<file path="src/rtl/fifo_push_arbiter_if.sv">
// Producer/FIFO-side signal bundle for fifo_push_arbiter.
// The slave modport is the arbiter's view; master is the producers and FIFO.
interface fifo_push_arbiter_if #(
   parameter int unsigned N_REQ = 4,
   parameter int unsigned width = 16
);
   localparam int unsigned IdW = $clog2(N_REQ);

   logic [N_REQ-1:0]       req_valid;
   logic [N_REQ*width-1:0] req_data;
   logic [N_REQ-1:0]       req_ready;
   logic                   fifo_full;
   logic                   fifo_push;
   logic [width-1:0]       fifo_din;
   logic [IdW-1:0]         grant_id;
   logic                   busy;

   modport master (
      output req_valid, req_data, fifo_full,
      input  req_ready, fifo_push, fifo_din, grant_id, busy
   );

   modport slave (
      input  req_valid, req_data, fifo_full,
      output req_ready, fifo_push, fifo_din, grant_id, busy
   );
endinterface

</file>
<file path="src/rtl/fifo_push_arbiter.sv">
// Round-robin arbiter sharing one FIFO write port among N_REQ valid/ready producers,
// with bounded bursts per owner. Define ARB_STATS_EN to add saturating grant_cnt counters.
module fifo_push_arbiter #(
   parameter int unsigned N_REQ     = 4,
   parameter int unsigned width     = 16,
   parameter int unsigned MAX_BURST = 4
) (
   input  logic                clk,
   input  logic                rst,
   fifo_push_arbiter_if.slave  bus
`ifdef ARB_STATS_EN
   ,
   output logic [N_REQ*16-1:0] grant_cnt
`endif
);
   localparam int unsigned     IdW    = $clog2(N_REQ);
   localparam int unsigned     CntW   = $clog2(MAX_BURST + 1);
   localparam logic [CntW-1:0] MaxCnt = CntW'(MAX_BURST);

   logic [IdW-1:0]  grant_q, last_q, sel, cand;
   logic [CntW-1:0] cnt_q, cnt_d;
   logic            busy_q, have_sel, accept;

   // Owner keeps the port while its quota lasts; otherwise search circularly after last_q.
   always_comb begin
      sel      = grant_q;
      cand     = '0;
      have_sel = 1'b0;
      if (busy_q && bus.req_valid[grant_q] && (cnt_q < MaxCnt)) begin
         have_sel = 1'b1;
      end else begin
         for (int unsigned k = 1; k <= N_REQ; k++) begin
            cand = IdW'((32'(last_q) + k) % N_REQ);
            if (!have_sel && bus.req_valid[cand]) begin
               sel      = cand;
               have_sel = 1'b1;
            end
         end
      end
   end

   assign accept = rst && have_sel && !bus.fifo_full;
   assign cnt_d  = (busy_q && (sel == grant_q)) ? cnt_q + CntW'(1) : CntW'(1);

   always_comb begin
      bus.req_ready = '0;
      bus.fifo_push = 1'b0;
      bus.fifo_din  = '0;
      if (accept) begin
         bus.req_ready[sel] = 1'b1;
         bus.fifo_push      = 1'b1;
         bus.fifo_din       = bus.req_data[sel*width +: width];
      end
   end

   assign bus.grant_id = grant_q;
   assign bus.busy     = busy_q;

   // A full FIFO freezes all arbitration state.
   always_ff @(posedge clk) begin
      if (!rst) begin
         grant_q <= '0;
         last_q  <= IdW'(N_REQ - 1);
         cnt_q   <= '0;
         busy_q  <= 1'b0;
      end else if (!bus.fifo_full) begin
         if (have_sel) begin
            grant_q <= sel;
            last_q  <= sel;
            cnt_q   <= cnt_d;
            busy_q  <= (cnt_d < MaxCnt);
         end else begin
            cnt_q  <= '0;
            busy_q <= 1'b0;
         end
      end
   end

`ifdef ARB_STATS_EN
   always_ff @(posedge clk) begin
      if (!rst) begin
         grant_cnt <= '0;
      end else if (accept && (grant_cnt[sel*16 +: 16] != 16'hFFFF)) begin
         grant_cnt[sel*16 +: 16] <= grant_cnt[sel*16 +: 16] + 16'd1;
      end
   end
`endif

endmodule

</file>
<file path="src/flat_wrapper.sv">
// flat-port wrapper written by rule: the top's interface ports become plain ports
module fifo_push_arbiter_flat 
#(
   parameter int unsigned N_REQ     = 4,
   parameter int unsigned width     = 16,
   parameter int unsigned MAX_BURST = 4
)
  (clk, rst, bus_req_valid, bus_req_data, bus_fifo_full, bus_req_ready, bus_fifo_push, bus_fifo_din, bus_grant_id, bus_busy);
  fifo_push_arbiter_if #(.N_REQ(N_REQ), .width(width)) bus_i ();
  input  logic clk;
  input  logic rst;
  input wire logic [$bits(bus_i.req_valid)-1:0] bus_req_valid;
  input wire logic [$bits(bus_i.req_data)-1:0] bus_req_data;
  input wire logic [$bits(bus_i.fifo_full)-1:0] bus_fifo_full;
  output wire logic [$bits(bus_i.req_ready)-1:0] bus_req_ready;
  output wire logic [$bits(bus_i.fifo_push)-1:0] bus_fifo_push;
  output wire logic [$bits(bus_i.fifo_din)-1:0] bus_fifo_din;
  output wire logic [$bits(bus_i.grant_id)-1:0] bus_grant_id;
  output wire logic [$bits(bus_i.busy)-1:0] bus_busy;
  assign bus_i.req_valid = bus_req_valid;
  assign bus_i.req_data = bus_req_data;
  assign bus_i.fifo_full = bus_fifo_full;
  assign bus_req_ready = bus_i.req_ready;
  assign bus_fifo_push = bus_i.fifo_push;
  assign bus_fifo_din = bus_i.fifo_din;
  assign bus_grant_id = bus_i.grant_id;
  assign bus_busy = bus_i.busy;
  fifo_push_arbiter #(.N_REQ(N_REQ), .width(width), .MAX_BURST(MAX_BURST)) u_core (.clk(clk), .rst(rst), .bus(bus_i));
endmodule
</file>
<file path="config.mk">
export PLATFORM = sky130hd
export DESIGN_NAME = fifo_push_arbiter_flat
export DESIGN_NICKNAME = d
export VERILOG_FILES = /design/src/rtl/fifo_push_arbiter_if.sv /design/src/rtl/fifo_push_arbiter.sv /design/src/flat_wrapper.sv
export SDC_FILE = /design/constraint.sdc
export NUM_CORES = 1
export LEC_CHECK = 0
export BUFFER_PORTS_ARGS = -buffer_cell sky130_fd_sc_hd__clkbuf_2
export CORE_UTILIZATION = 43
export CTS_CLUSTER_DIAMETER = 80
export DETAILED_ROUTE_END_ITERATION = 16
export GPL_ROUTABILITY_DRIVEN = 0
export PLACE_DENSITY = 0.78
export SYNTH_ARGS = -nofsm -noshare
export SYNTH_HDL_FRONTEND = slang
export SYNTH_SLANG_ARGS = --single-unit
</file>
<file path="constraint.sdc">
create_clock -name clk -period 2 [get_ports clk]
set_input_delay 0.1 -clock clk [delete_from_list [all_inputs] [get_ports clk]]
set_output_delay 0.1 -clock clk [all_outputs]
set_load 0.01 [all_outputs]
</file>
# Word-level counts from Yosys, hierarchy flattened
# Cells that the tools add are included.
# W data, S select, Z words.
dict set report totals {
  register_bits 8
}
dict set report op_classes {
  n_addsub 5
  order_cmp 9
  eq_ne 1
  n_shift 1
  mux 31
  bitwise_logic 1
  n_reduce_logical 14
}
# op n
set op_table {}
lappend op_table {{$shiftx A64 B7 Y16} 1}
lappend op_table {{$lt A2 B3 Y1 const B} 6}
lappend op_table {{$mux W1} 16}
lappend op_table {{$mux W16} 1}
lappend op_table {{$bmux W1 S2} 5}
lappend op_table {{$mux W2} 5}
lappend op_table {{$logic_and A1 B1 Y1} 9}
lappend op_table {{$lt A3 B3 Y1 const B} 2}
lappend op_table {{$mux W3} 2}
lappend op_table {{$add A2 B1 Y2 const B} 2}
lappend op_table {{$add A2 B2 Y2 const B} 2}
lappend op_table {{$logic_not A1 Y1} 4}
lappend op_table {{$mux W4} 1}
lappend op_table {{$add A3 B1 Y3 const B} 1}
lappend op_table {{$demux W1 S2} 1}
lappend op_table {{$eq A2 B2 Y1} 1}
lappend op_table {{$ge A2 B1 Y1 const B} 1}
lappend op_table {{$reduce_and A2 Y1} 1}
lappend op_table {{$not A1 Y1} 1}

# Logic depth before layout (Yosys ltp)
dict set report depth {
  word_depth 22
  depth_mapped 11
  mapped_depth_nobuf 6
}

# Least setup slack after synthesis
# No wires, ideal clock.
dict set report synth_timing {
  path_kind {register to output}
  startpoint {register u_core.grant_q[0] (netlist: u_core.bus.grant_id[0])}
  endpoint {output port bus_fifo_din[10]}
  arrival_time_ps 2303
  setup_slack_ps -403
  stages_incl_launch_ff 9
  n_path_buf 3
  path_cell_list {dfxtp_1 -> buf_4 -> mux4_2 -> nand2_1 -> a311oi_4 -> or4b_1 -> buf_6 -> buf_6 -> o22ai_1}
}
dict set report synth_between {
  elab_chain_cells 8
  word_cells_on_any_way 14
}
# item line_no
set synth_rtl {}
lappend synth_rtl {{start, declared} fifo_push_arbiter.sv:20} ;# logic [IdW-1:0] grant_q, last_q, sel, cand;
lappend synth_rtl {{start signal, assigned} fifo_push_arbiter.sv:68} ;# grant_q <= sel;
lappend synth_rtl {{parallel branches: the longest is 7 deep, another holds $shiftx A64 B7 Y16} n/a}
lappend synth_rtl {{$mux W16 *} fifo_push_arbiter.sv:49} ;# if (accept) begin
lappend synth_rtl {{end, declared} flat_wrapper.sv:17} ;# output wire logic [$bits(bus_i.fifo_din)-1:0] bus_fifo_din;
# Every way passes the cells marked *. The select of a mux whose other input is x is not followed.

# Worst setup path after layout
dict set report layout_timing {
  startpoint {register u_core.busy_q (netlist: u_core.bus.busy)}
  endpoint {output port bus_fifo_din[6]}
}
dict set report layout_between {
  elab_chain_cells 6
  word_cells_on_any_way 8
}
# item line_no
set layout_rtl {}
lappend layout_rtl {{start, declared} fifo_push_arbiter.sv:22} ;# logic busy_q, have_sel, accept;
lappend layout_rtl {{start signal, assigned} fifo_push_arbiter.sv:71} ;# busy_q <= (cnt_d < MaxCnt);
lappend layout_rtl {{$logic_and A1 B1 Y1 * (2 in series)} fifo_push_arbiter.sv:29} ;# if (busy_q && bus.req_valid[grant_q] && (cnt_q < MaxCnt)) begin
lappend layout_rtl {{parallel branches: the longest is 3 deep, another holds $shiftx A64 B7 Y16} n/a}
lappend layout_rtl {{$mux W16 *} fifo_push_arbiter.sv:49}
# Every way passes the cells marked *.

==> flow_summary.toml <==
[clock_tree]
cts_tree = "done"
clk_latency_ps = 230
cts_inserted_buffers = 3
ctsRootBufferMaster = "clkbuf_8"
htree_levels = 1
clk_pin_slew_worst_paths_ps = 40
postCtsHoldBufs = 0
clk_path_buf_depth = 2
cts.sinks = 8

[drt]
via_per_inst = 7.57
drtPass1Iterations = 5
wl_per_cell_um = 24.4
route.met2.wl_um = 5510
num_vias = 3935
antenna_left = 0
drc = 0
highest_layer = "met4"
postRouteWirelength_um = 12700
dr_wl_met3_um = 1570
drt_iter0_markers = 572
wl_met1_um = 4270

[sta]
min_period_ps = 2750
drv_slew = 0
fin_worst_skew_ps = 0.231
fmax_ghz = 0.363
hold_viol_final = 0
period_share_pct = 138
tightest_slew_ps = 716
setup_viol = 28
slew_headroom_pct = 52.1
worst_slack_ps = -753
rsz0062_at_grt = "true"

[yosys]
async_flop_share_pct = 0
syn-num-nets = 400
synth_area_um2 = 1990
yosysWarnings = 0
ys_types = 51
ys_ff_latch = 8
syn_area_per_cell_um2 = 6.07
synthFlopType = "dfxtp_1"
syn_inst = 328
ys_seq_area_share_pct = 8.05
synth_edf_count = 0

[floorplanning]
dieWidth_um = 70.0
die_h_um = 70.0
coreArea_um2 = 4410
start_util_pct = 45.1
die_area_um2 = 4900
rows = 24
ioPinCount = 95

[pwr]
ir_worst_vdd_mv = 0.308
p_leak_nw = 1.67
p_total_mw = 2.33
pwr_density_cell_nw_per_um2 = 601

[global_routing]
grt_pass1_wl_um = 15500
gr-total-overflow = 0
antenna_found_initial = 0
grtUsageTotal_pct = 37.9
grt_pass1_vias = 3378
grt_max_degree = 34

[worst_setup_path]
critPathCaptureType = "output pin"
startpoint = "u_core.bus.busy$_SDFFE_PN0N_"
arrival_ps = 2650
crit_required_ps = 1900
path_class = "reg -> out"
timing.rr.start = "u_core.last_q[1]$_SDFFE_PN1P_"
critPathSlowestCell = "or4b_4"
path_max_fanout = 11
max_stage_delay_ps = 550
cp_cell_sequence = "nor2b_2 -> buf_4 -> nand2_4 -> a311oi_4 -> or4b_4 -> buf_12 -> o22ai_2 -> buf_2"
critPathLaunchType = "flip-flop"

[placed_design]
placed_area_um2 = 3140
place_inst = 503
io_buffers = 94
dp_hpwl_um = 5940

[flow_run]
maxCapViolations = 0

[cells_and_area]
final_cell_mix = "clkbuf_2, nand2_1, buf_4"
n_antenna_cell = 0
final_nets = 542
syn2layout_area_growth_pct = 95.3
drive_gt1_share_pct = 56.6
fin_area_um2 = 3880
fin_cells = 520
final_common_cell = "clkbuf_2"
finish.utilization_pct = 88.0

[min_path]
hp-class = "in -> reg"
hp-start = "rst"

[run_status]
violations = "setup timing"
outcome = "complete, but fails checks"
-- final cells by class --
cell class | instances | area [um^2]
well taps | 52 | 65.1
repair buffers | 175 | 1280
multi-input cells | 276 | 2300
flip-flops and latches | 8 | 169
inverters | 6 | 22.5
clock buffers | 3 | 41.3
fillers | 205 | 529
-- critical path, delay by kind of cell, from the launching register on --
family / cells / cell delay (ps)
AO/OA/AOI/OAI: 2 / 600
buffers and inverters: 3 / 510
flip-flops: 1 / 440
AND/OR/NAND/NOR: 3 / 880
-- cells in the mapped netlist (6+ instances only) --
master,instances,area share [%]
nor3_1,38,9.6
clkbuf_1,26,4.9
nand2_1,76,14
o21ai_0,40,10
a311oi_1,33,15
dfxtp_1,8,8.1
o22ai_1,16,5.0
inv_1,6,1.1
nor2_1,7,1.3
-- sequential cells by signal (all words and copies together) (netlist names) --
| name | count |
|---|---|
| u_core.cnt_q | 3 |
| u_core.bus.grant_id | 2 |
| u_core.last_q | 2 |
| u_core.bus.busy | 1 |
-- timing repair --
item,4_1_cts,5_1_grt
setup endpoints to repair,28,28
gates resized for setup,66,54
pin swaps,18,28
hold endpoints to repair,0,0
setup buffers,7,5
gates cloned,1,2
-- stage by stage --
stage / setup slack, ps / hold WS [ps] / TNS (ps)
4_1_cts: -413 / 165 / -7760
5_1_grt: -740 / 205 / -13970
3_5_place_dp: -457 / 380 / -9860
2_1_floorplan: -347 / 176 / -7020
3_3_place_gp: -391 / 382 / -7710
6_report: -753 / 180 / -13980
-- report_power, final --
group	internal [mW]	switching, mW	total, mW	leakage [nW]
clock network	0.130	0.0631	0.193	0.0216
registers	0.177	0.0294	0.206	0.0666
logic	0.888	1.05	1.93	1.58
-- kinds of logic (layout without fill, tap and decap cells) --
logic type,after synthesis,count (layout),synth area share (%)
xor gates and xnor gates,1,1,0.440
and+or+nand+nor,152,152,35.6
buffers and inverters,44,184,10.4
DFF,8,8,8.05
adders and majority gates,1,1,0.629
AOI/OAI and AO/OA,117,117,41.8
muxes,5,5,3.14
-- metal layers --
metal  GRT usage [%]  up-vias
met3            5.92      166
met5               0        -
met1            45.6     1749
li1                -     1546
met4            16.0        0
met2            66.5      474
-- worst paths after layout --
kind | cells after the start | slack (ps) | to
min reg2reg | 1 | 510 | u_core.cnt_q[0]$_SDFFE_PN0N_
max reg2reg | 8 | -250 | u_core.last_q[1]$_SDFFE_PN1P_
min | 2 | 180 | u_core.last_q[0]$_SDFFE_PN1P_
max | 8 | -750 | bus_fifo_din[6]
No activity file was read; power rests on OpenSTA's default activity.
